## src/rtl/mult_arbiter_pkg.sv

```systemverilog
// rtl/mult_arbiter_pkg.sv - shared types and constants for the multiplier arbiter
// Contents: arb_state_t FSM encoding, default operand width, requester-id width helper.
package mult_pkg;

   typedef enum logic [1:0] {
      IDLE   = 2'd0,
      LAUNCH = 2'd1,
      WAIT   = 2'd2,
      RESP   = 2'd3
   } arb_state_t;

   localparam int DEFAULT_WIDTH = 8;

   // Width of a requester index; a single requester still needs one bit.
   function automatic int rr_id_w(input int n);
      return (n > 1) ? $clog2(n) : 1;
   endfunction

endpackage

```

## src/rtl/mult_arbiter_if.sv

```systemverilog
// rtl/mult_arbiter_if.sv - request, response and multiplier channels of mult_arbiter
// Signals: req_valid/req_ready/req_a/req_b (per-requester, packed i*WIDTH),
// rsp_valid/rsp_ready/rsp_id/rsp_product/rsp_err, mul_start/mul_a/mul_b/mul_done/mul_product.
// Modports: slave = arbiter view, master = clients plus multiplier view.
interface mult_arbiter_if #(
   parameter int NREQ  = 2,
   parameter int WIDTH = mult_pkg::DEFAULT_WIDTH
) ();
   import mult_pkg::*;

   localparam int IDW = rr_id_w(NREQ);

   logic [NREQ-1:0]       req_valid;
   logic [NREQ-1:0]       req_ready;
   logic [NREQ*WIDTH-1:0] req_a;
   logic [NREQ*WIDTH-1:0] req_b;
   logic                  rsp_valid;
   logic                  rsp_ready;
   logic [IDW-1:0]        rsp_id;
   logic [2*WIDTH-1:0]    rsp_product;
   logic                  rsp_err;
   logic                  mul_start;
   logic [WIDTH-1:0]      mul_a;
   logic [WIDTH-1:0]      mul_b;
   logic                  mul_done;
   logic [2*WIDTH-1:0]    mul_product;

   modport slave (
      input  req_valid, req_a, req_b, rsp_ready, mul_done, mul_product,
      output req_ready, rsp_valid, rsp_id, rsp_product, rsp_err, mul_start, mul_a, mul_b
   );

   modport master (
      output req_valid, req_a, req_b, rsp_ready, mul_done, mul_product,
      input  req_ready, rsp_valid, rsp_id, rsp_product, rsp_err, mul_start, mul_a, mul_b
   );

endinterface

```

## src/rtl/mult_rr_picker.sv

```systemverilog
// rtl/mult_rr_picker.sv - combinational round-robin winner selection
// Ports: req (request vector), ptr (last served index), grant_valid, grant_idx
// (first requesting index after ptr, wrapping at NREQ).
module mult_rr_picker
   import mult_pkg::*;
#(
   parameter int NREQ = 2,
   parameter int IDW  = rr_id_w(NREQ)
) (
   input  logic [NREQ-1:0] req,
   input  logic [IDW-1:0]  ptr,
   output logic            grant_valid,
   output logic [IDW-1:0]  grant_idx
);

   logic [IDW-1:0] idx;

   // Walk the ring starting just after ptr; the first hit wins.
   always_comb begin
      grant_valid = 1'b0;
      grant_idx   = '0;
      idx         = ptr;
      for (int k = 0; k < NREQ; k++) begin
         idx = (idx == IDW'(NREQ - 1)) ? '0 : idx + 1'b1;
         if (!grant_valid && req[idx]) begin
            grant_valid = 1'b1;
            grant_idx   = idx;
         end
      end
   end

endmodule

```

## src/rtl/mult_arbiter.sv

```systemverilog
// rtl/mult_arbiter.sv - round-robin arbiter sharing one multiplier among NREQ requesters
// Ports: clk, reset (asynchronous, active-high), bus (mult_arbiter_if.slave carrying the
// request, response and multiplier channels).
// Optional watchdog on mul_done enabled by macro MULT_ARB_TIMEOUT_EN.
module mult_arbiter
   import mult_pkg::*;
#(
   parameter int NREQ    = 2,
   parameter int WIDTH   = DEFAULT_WIDTH,
   parameter int TIMEOUT = 20
) (
   input logic           clk,
   input logic           reset,
   mult_arbiter_if.slave bus
);

   localparam int IDW = rr_id_w(NREQ);

   arb_state_t         state_q, state_d;
   logic [IDW-1:0]     ptr_q;
   logic [IDW-1:0]     id_q;
   logic [IDW-1:0]     grant_idx;
   logic               grant_valid;
   logic               load_req;
   logic               load_rsp;
   logic               timed_out;
   logic [NREQ-1:0]    ready_raw;
   logic [WIDTH-1:0]   op_a_q, op_b_q;
   logic [2*WIDTH-1:0] prod_q;
   logic [WIDTH-1:0]   a_arr [NREQ];
   logic [WIDTH-1:0]   b_arr [NREQ];

   for (genvar g = 0; g < NREQ; g++) begin : g_unpack
      assign a_arr[g] = bus.req_a[g*WIDTH +: WIDTH];
      assign b_arr[g] = bus.req_b[g*WIDTH +: WIDTH];
   end

   mult_rr_picker #(.NREQ(NREQ), .IDW(IDW)) u_picker (
      .req         (bus.req_valid),
      .ptr         (ptr_q),
      .grant_valid (grant_valid),
      .grant_idx   (grant_idx)
   );

   always_comb begin
      state_d       = state_q;
      load_req      = 1'b0;
      load_rsp      = 1'b0;
      ready_raw     = '0;
      bus.mul_start = 1'b0;
      bus.rsp_valid = 1'b0;
      case (state_q)
         IDLE: begin
            if (grant_valid) begin
               ready_raw[grant_idx] = 1'b1;
               load_req             = 1'b1;
               state_d              = LAUNCH;
            end
         end
         LAUNCH: begin
            bus.mul_start = 1'b1;
            state_d       = WAIT;
         end
         WAIT: begin
            if (bus.mul_done || timed_out) begin
               load_rsp = 1'b1;
               state_d  = RESP;
            end
         end
         RESP: begin
            bus.rsp_valid = 1'b1;
            if (bus.rsp_ready) begin
               state_d = IDLE;
            end
         end
         default: state_d = IDLE;
      endcase
   end

   // Grants are suppressed while reset is held so every output reads zero.
   assign bus.req_ready = reset ? '0 : ready_raw;

   always_ff @(posedge clk or posedge reset) begin
      if (reset) begin
         state_q <= IDLE;
         ptr_q   <= IDW'(NREQ - 1);
         id_q    <= '0;
         op_a_q  <= '0;
         op_b_q  <= '0;
         prod_q  <= '0;
      end else begin
         state_q <= state_d;
         if (load_req) begin
            id_q   <= grant_idx;
            op_a_q <= a_arr[grant_idx];
            op_b_q <= b_arr[grant_idx];
         end
         if (load_rsp) begin
            prod_q <= timed_out ? '0 : bus.mul_product;
         end
         // The requester just served becomes lowest priority.
         if (state_q == RESP && bus.rsp_ready) begin
            ptr_q <= id_q;
         end
      end
   end

   assign bus.mul_a       = op_a_q;
   assign bus.mul_b       = op_b_q;
   assign bus.rsp_id      = id_q;
   assign bus.rsp_product = prod_q;

`ifdef MULT_ARB_TIMEOUT_EN
   localparam int CNT_W = $clog2(TIMEOUT + 1);

   logic [CNT_W-1:0] wd_q;
   logic             err_q;

   // Counts WAIT cycles; cleared in LAUNCH so each operation starts from zero.
   always_ff @(posedge clk or posedge reset) begin
      if (reset) begin
         wd_q  <= '0;
         err_q <= 1'b0;
      end else begin
         if (state_q == LAUNCH) begin
            wd_q <= '0;
         end else if (state_q == WAIT) begin
            wd_q <= wd_q + 1'b1;
         end
         if (load_rsp) begin
            err_q <= timed_out;
         end
      end
   end

   // A real done in the last allowed cycle still wins over the timeout.
   assign timed_out   = (state_q == WAIT) && !bus.mul_done && (wd_q == CNT_W'(TIMEOUT - 1));
   assign bus.rsp_err = err_q;
`else
   // TIMEOUT only sizes the watchdog; keep it referenced in builds without it.
   logic unused_timeout;
   assign unused_timeout = (TIMEOUT > 0);
   assign timed_out      = 1'b0;
   assign bus.rsp_err    = 1'b0;
`endif

endmodule

```

## src/flat_wrapper.sv

```systemverilog
// flat-port wrapper written by rule: the top's interface ports become plain ports
module mult_arbiter_flat import mult_pkg::*;
#(
   parameter int NREQ    = 2,
   parameter int WIDTH   = DEFAULT_WIDTH,
   parameter int TIMEOUT = 20
)
  (clk, reset, bus_req_valid, bus_req_a, bus_req_b, bus_rsp_ready, bus_mul_done, bus_mul_product, bus_req_ready, bus_rsp_valid, bus_rsp_id, bus_rsp_product, bus_rsp_err, bus_mul_start, bus_mul_a, bus_mul_b);
  mult_arbiter_if #(.NREQ(NREQ), .WIDTH(WIDTH)) bus_i ();
  input logic clk;
  input logic reset;
  input wire logic [$bits(bus_i.req_valid)-1:0] bus_req_valid;
  input wire logic [$bits(bus_i.req_a)-1:0] bus_req_a;
  input wire logic [$bits(bus_i.req_b)-1:0] bus_req_b;
  input wire logic [$bits(bus_i.rsp_ready)-1:0] bus_rsp_ready;
  input wire logic [$bits(bus_i.mul_done)-1:0] bus_mul_done;
  input wire logic [$bits(bus_i.mul_product)-1:0] bus_mul_product;
  output wire logic [$bits(bus_i.req_ready)-1:0] bus_req_ready;
  output wire logic [$bits(bus_i.rsp_valid)-1:0] bus_rsp_valid;
  output wire logic [$bits(bus_i.rsp_id)-1:0] bus_rsp_id;
  output wire logic [$bits(bus_i.rsp_product)-1:0] bus_rsp_product;
  output wire logic [$bits(bus_i.rsp_err)-1:0] bus_rsp_err;
  output wire logic [$bits(bus_i.mul_start)-1:0] bus_mul_start;
  output wire logic [$bits(bus_i.mul_a)-1:0] bus_mul_a;
  output wire logic [$bits(bus_i.mul_b)-1:0] bus_mul_b;
  assign bus_i.req_valid = bus_req_valid;
  assign bus_i.req_a = bus_req_a;
  assign bus_i.req_b = bus_req_b;
  assign bus_i.rsp_ready = bus_rsp_ready;
  assign bus_i.mul_done = bus_mul_done;
  assign bus_i.mul_product = bus_mul_product;
  assign bus_req_ready = bus_i.req_ready;
  assign bus_rsp_valid = bus_i.rsp_valid;
  assign bus_rsp_id = bus_i.rsp_id;
  assign bus_rsp_product = bus_i.rsp_product;
  assign bus_rsp_err = bus_i.rsp_err;
  assign bus_mul_start = bus_i.mul_start;
  assign bus_mul_a = bus_i.mul_a;
  assign bus_mul_b = bus_i.mul_b;
  mult_arbiter #(.NREQ(NREQ), .WIDTH(WIDTH), .TIMEOUT(TIMEOUT)) u_core (.clk(clk), .reset(reset), .bus(bus_i));
endmodule
```

## config.mk

```make
export PLATFORM = sky130hd
export DESIGN_NAME = mult_arbiter_flat
export DESIGN_NICKNAME = d
export VERILOG_FILES = /design/src/rtl/mult_arbiter_pkg.sv /design/src/rtl/mult_arbiter_if.sv /design/src/rtl/mult_rr_picker.sv /design/src/rtl/mult_arbiter.sv /design/src/flat_wrapper.sv
export SDC_FILE = /design/constraint.sdc
export NUM_CORES = 1
export LEC_CHECK = 0
export CELL_PAD_IN_SITES_DETAIL_PLACEMENT = 2
export CELL_PAD_IN_SITES_GLOBAL_PLACEMENT = 2
export CORE_MARGIN = 2
export CORE_UTILIZATION = 23
export CTS_BUF_LIST = sky130_fd_sc_hd__clkbuf_2
export DETAILED_ROUTE_END_ITERATION = 8
export PLACE_DENSITY = 0.78
export SYNTH_ARGS = -nofsm -noshare
export SYNTH_HDL_FRONTEND = slang
export SYNTH_SLANG_ARGS = --single-unit
```

## constraint.sdc

```tcl
create_clock -name clk -period 2.7 [get_ports clk]
set_input_delay 0.81 -clock clk [delete_from_list [all_inputs] [get_ports clk]]
set_output_delay 0.81 -clock clk [all_outputs]
set_load 0.1 [all_outputs]
```

* Yosys cells after proc, flatten, opt, wreduce, memory -nomap -nowiden
Cells that the tools add are included.
Cells by class: add/subtract/negate cells 2, order comparisons 5, equality and inequality tests 6, mux-type cells 31, bitwise gates (word level) 1, reduce and logical (&&, ||, !) cells 6
Operators with widths (count):
- two-way mux 8 bit | 6
- two-way mux 1 bit | 17
- two-way mux 2 bit | 6
- one-hot mux 2 bit (4 select lines) | 1
- less-than comparator 1 x 2 -> 1 bit, second input constant | 3
- equality test 2 bit, second input constant | 2
- != test 2 bit, second input constant | 2
- logical AND 1 bit | 3
- AND reduction 3 bit | 1
- adder 1 bit, second input constant | 2
- equality test 2 x 1 -> 1 bit, second input constant | 1
- >= comparator 2 bit, second input constant | 1
- logical NOT 2 bit | 1
- != test 2 x 1 -> 1 bit, second input constant | 1
- NOT 1 -> 2 bit | 1
- demux 1 bit (select 1 bit) | 1
- >= comparator 1 bit, second input constant | 1
- logical NOT 1 bit | 1
Storage, ports and cells: flip-flop bits (word level) 36, input port bits 54, output and inout port bits 38, logic and storage cells 57

* Logic depth before layout (Yosys ltp)
word-level depth 15, gate-level depth with buffers 6, gate-level depth less buffers 5

* Hierarchy
Synthesis repeated with hierarchy kept, for this count alone.
Second synthesis, totals: cell total of the unflattened synthesis 131, area total of the unflattened synthesis 1671.6 sq um
Modules (own cells, without submodules):
- mult_arbiter | times used 1, cells each 129, area an instance 1657.8 sq um, seq. area each 902.1 sq um
- mult_rr_picker | times used 1, cells each 2, area an instance 13.8 sq um, seq. area each 0.0 sq um

* Least setup slack after synthesis
No wires, ideal clock.
kind input-to-output, start point input reset, end point output bus_req_ready[0], arrival time 2.461 ns, data required time 1.890 ns, slack -0.571 ns, stages 2, buffers on the path 0, cells stage by stage inv_1 > and2_1
On the way: cells in the longest elaborated chain, start to end 1
RTL lines:
- start, declared | line flat_wrapper.sv:11 | input logic reset;
- two-way mux 2 bit | line mult_arbiter.sv:81 | assign bus.req_ready = reset ? '0 : ready_raw;
- end, declared | line flat_wrapper.sv:18 | output wire logic [$bits(bus_i.req_ready)-1:0] bus_req_ready;
Every way passes these cells.

* Final worst setup path
Same ends and word-level chain as after synthesis.

==> results.cfg <==
[worst_setup_path]
worstSetupEndpointType = output pin
timing.critical_path.required_ns = 1.89
worstSetupPathType = in -> out
wp_data_arrival_ns = 1.79
critPathSlowestCell = clkdlybuf4s50_1
crit_path_leading_delay_family = buffers and inverters
cp_cell_sequence = clkdlybuf4s50_1 -> clkinvlp_4 -> and2_2 -> buf_12
critical_path_buf_inv_count = 3
timing.critical_path.from_type = primary input
maximum_net_fanout_on_the_critical_path = 4
largest_incremental_delay_on_the_critical_path_ns = 0.51

[detailed_routing]
wl_met2_um = 2550
drt_pre_antenna_iters = 4
route.detailed.wl_per_inst_um = 15.8
top_layer_used = met4
vias = 1319
routedLengthMet1_um = 1820
drcViolationCount = 0
wl_um = 4720
drtAntennaViolNets = 0
detailroute.wirelength.met3_um = 312
detail_route.vias_per_cell = 4.41
drt_iter0_markers = 36

[clocking]
tritoncts = yes
clk_pin_slew_worst_paths_ns = 0.19
cts-htree-levels = 2
cts-buffers-inserted = 5
cts-hold-fix-buffers = 0
worst_skew_pair.late_latency_ns = 0.39
clock_tree.root_cell = clkbuf_2
cts.path.max_buffers = 2
cts.sink_count = 36

[global_route]
track_usage = 0.135
initial_antenna_violation_count = 0
grt_pass1_vias = 1484
grt_pass1_wl_um = 7540
grt_remaining_overflow = 0
largest_net_degree_at_the_start_of_global_routing = 25

[yosys]
syn_nets = 176
synth_largest_area_cell = dfrtp_1
avg_cell_area_syn_um2 = 13.5
synth_sequential_area_ratio = 0.573
ys_types = 19
yosys.area.top_type_share = 0.556
cells_after_synthesis = 117
yosysWarnings = 0
mappedNetlistArea_mm2 = 0.00158
ys_seq_elements = 36
post_synth_main_area_contributors = dfrtp_1 56%, mux2_2 12%, a221o_1 10%

[cells_and_area]
drive_gt1_frac = 0.370
final-seq-area_um2 = 902
n_fill_cell = 725
antenna-diode-count = 0
nets = 277
area_growth_pct = 66.6
multiInputGateArea_um2 = 633

[placement]
routabilityCongestion = 0.667
placement_setup_slack_ns = -0.0758
io_buffers = 90
place.detailed.hpwl_um = 3610

[status]
run_status = complete, no violations

[sta]
relative_max_transition_margin = 0.589
fmax_mhz = 384
timing_worst_slew_pin_value_ns = 0.616
final-setup-viol-count = 0
fin_skew_ns = 0.0267
slew_violations = 0
finalCriticalPeriod_ns = 2.60
layout_worst_path_cycle_share = 0.964
worst_setup_slack_final_ns = 0.0967
final_hold_viol_count = 0
rsz0062_at_grt = no

[die]
fp.dieH_um = 86.8
fp.dieArea_mm2 = 0.00753
fp.coreArea_mm2 = 0.00672
die_w_um = 86.8
pin_count = 92
floorplan.initialDensity = 0.234
core.rowCount = 30

[run]
max_cap_viol_count = 0

[worst_hold_path]
hold_class = reg -> reg
==> Yosys cell counts, drive strengths merged <==
cell	number
conb	1
mux2i	1
ha	5
inv	6
o21ai	1
nand2	4
a222oi	1
buf	5
a21o	1
a221o	16
dfstp	1
dfrtp	35
nor2	2
and2	18
mux2	18
a21oi	2
==> final timing paths <==
| kind | to | start | slack [ns] | depth (start not counted) |
|---|---|---|---|---|
| max | bus_req_ready[0] | reset | 0.1 | 4 |
| min | u_core.bus.rsp_product[8]$_DFFE_PP0P_ | u_core.bus.rsp_product[8]$_DFFE_PP0P_ | 0.53 | 1 |
| max reg2reg | u_core.state_q[1]$_DFFE_PP0P_ | u_core.state_q[0]$_DFFE_PP0P_ | 0.94 | 4 |
| min reg2reg | u_core.bus.rsp_product[8]$_DFFE_PP0P_ | u_core.bus.rsp_product[8]$_DFFE_PP0P_ | 0.53 | 1 |
| max in group asynchronous | u_core.bus.mul_a[2]$_DFFE_PP0P_ | reset | 1.60 | 3 |
| min in group asynchronous | u_core.bus.mul_b[2]$_DFFE_PP0P_ | reset | 0.80 | 3 |
==> per-stage QoR <==
step | utilization | instance area [µm²] | cells | setup TNS, ns | hold slack [ns]
2_1_floorplan | - | 1580 | 117 | -0.00223 | 0.512
3_3_place_gp | 0.376 | 2530 | 288 | -0.0765 | 0.490
3_5_place_dp | 0.376 | 2530 | 288 | -0.133 | 0.498
4_1_cts | 0.386 | 2590 | 296 | 0 | 0.540
5_1_grt | 0.391 | 2630 | 299 | 0 | 0.556
6_report | 0.391 | 2630 | 299 | 0 | 0.534
==> cell families (layout without fill, tap and decap cells) <==
kind of cell	count (synthesis)	after routing	synth area share
fa+ha+maj	5	5	0.0397
compound gates	21	21	0.129
other cells	1	1	0.00238
simple gates	24	24	0.0858
buf+inv	11	113	0.0349
flops	36	36	0.573
mux	19	19	0.135
==> cell usage in the layout, fill, tap and decap left out, types with 2 or more instances in the layout <==
master,instances
dlygate4sd2_1,2
nor2_1,2
buf_12,2
a21oi_2,2
dfrtp_1,35
and2_2,2
inv_2,2
ha_1,4
inv_1,3
a221o_1,16
nand2_1,4
clkdlybuf4s50_1,51
clkbuf_2,6
buf_4,44
and2_0,15
mux2_2,17
==> worst reg2reg max path: stages (launching register included) <==
cell,delay [ns]
dfrtp_1,0.45
buf_4,0.15
ha_1,0.21
a222oi_1,0.51
mux2_1,0.37
==> area by class of cell <==
type | count | area share
Clock buffer | 6 | 0.0114
Clock inverter | 2 | 0.0133
Inverter | 6 | 0.0100
Multi-Input combinational cell | 70 | 0.241
Sequential cell | 36 | 0.344
Tap cell | 80 | 0.0381
Timing Repair Buffer | 99 | 0.342
==> layer usage <==
layer,vias to the layer above,GRT usage
li1,616,-
met1,654,0.151
met2,43,0.236
met3,6,0.0562
met4,0,0.0341
met5,-,0
==> repair_timing <==
item,CTS,global route
gates resized for setup,3,3
setup buffers,0,3
setup endpoints to repair,2,2
pin swaps,0,0
==> flip-flops by register name, indices dropped and copies added (netlist names) <==
name                    count
u_core.bus.mul_a            8
u_core.bus.mul_b            8
u_core.bus.rsp_id           1
u_core.bus.rsp_product     16
u_core.ptr_q                1
u_core.state_q              2
Power is left out: the tool's default activity adds up to more than one toggle a clock period on the data nets, which glitch-free logic cannot reach.
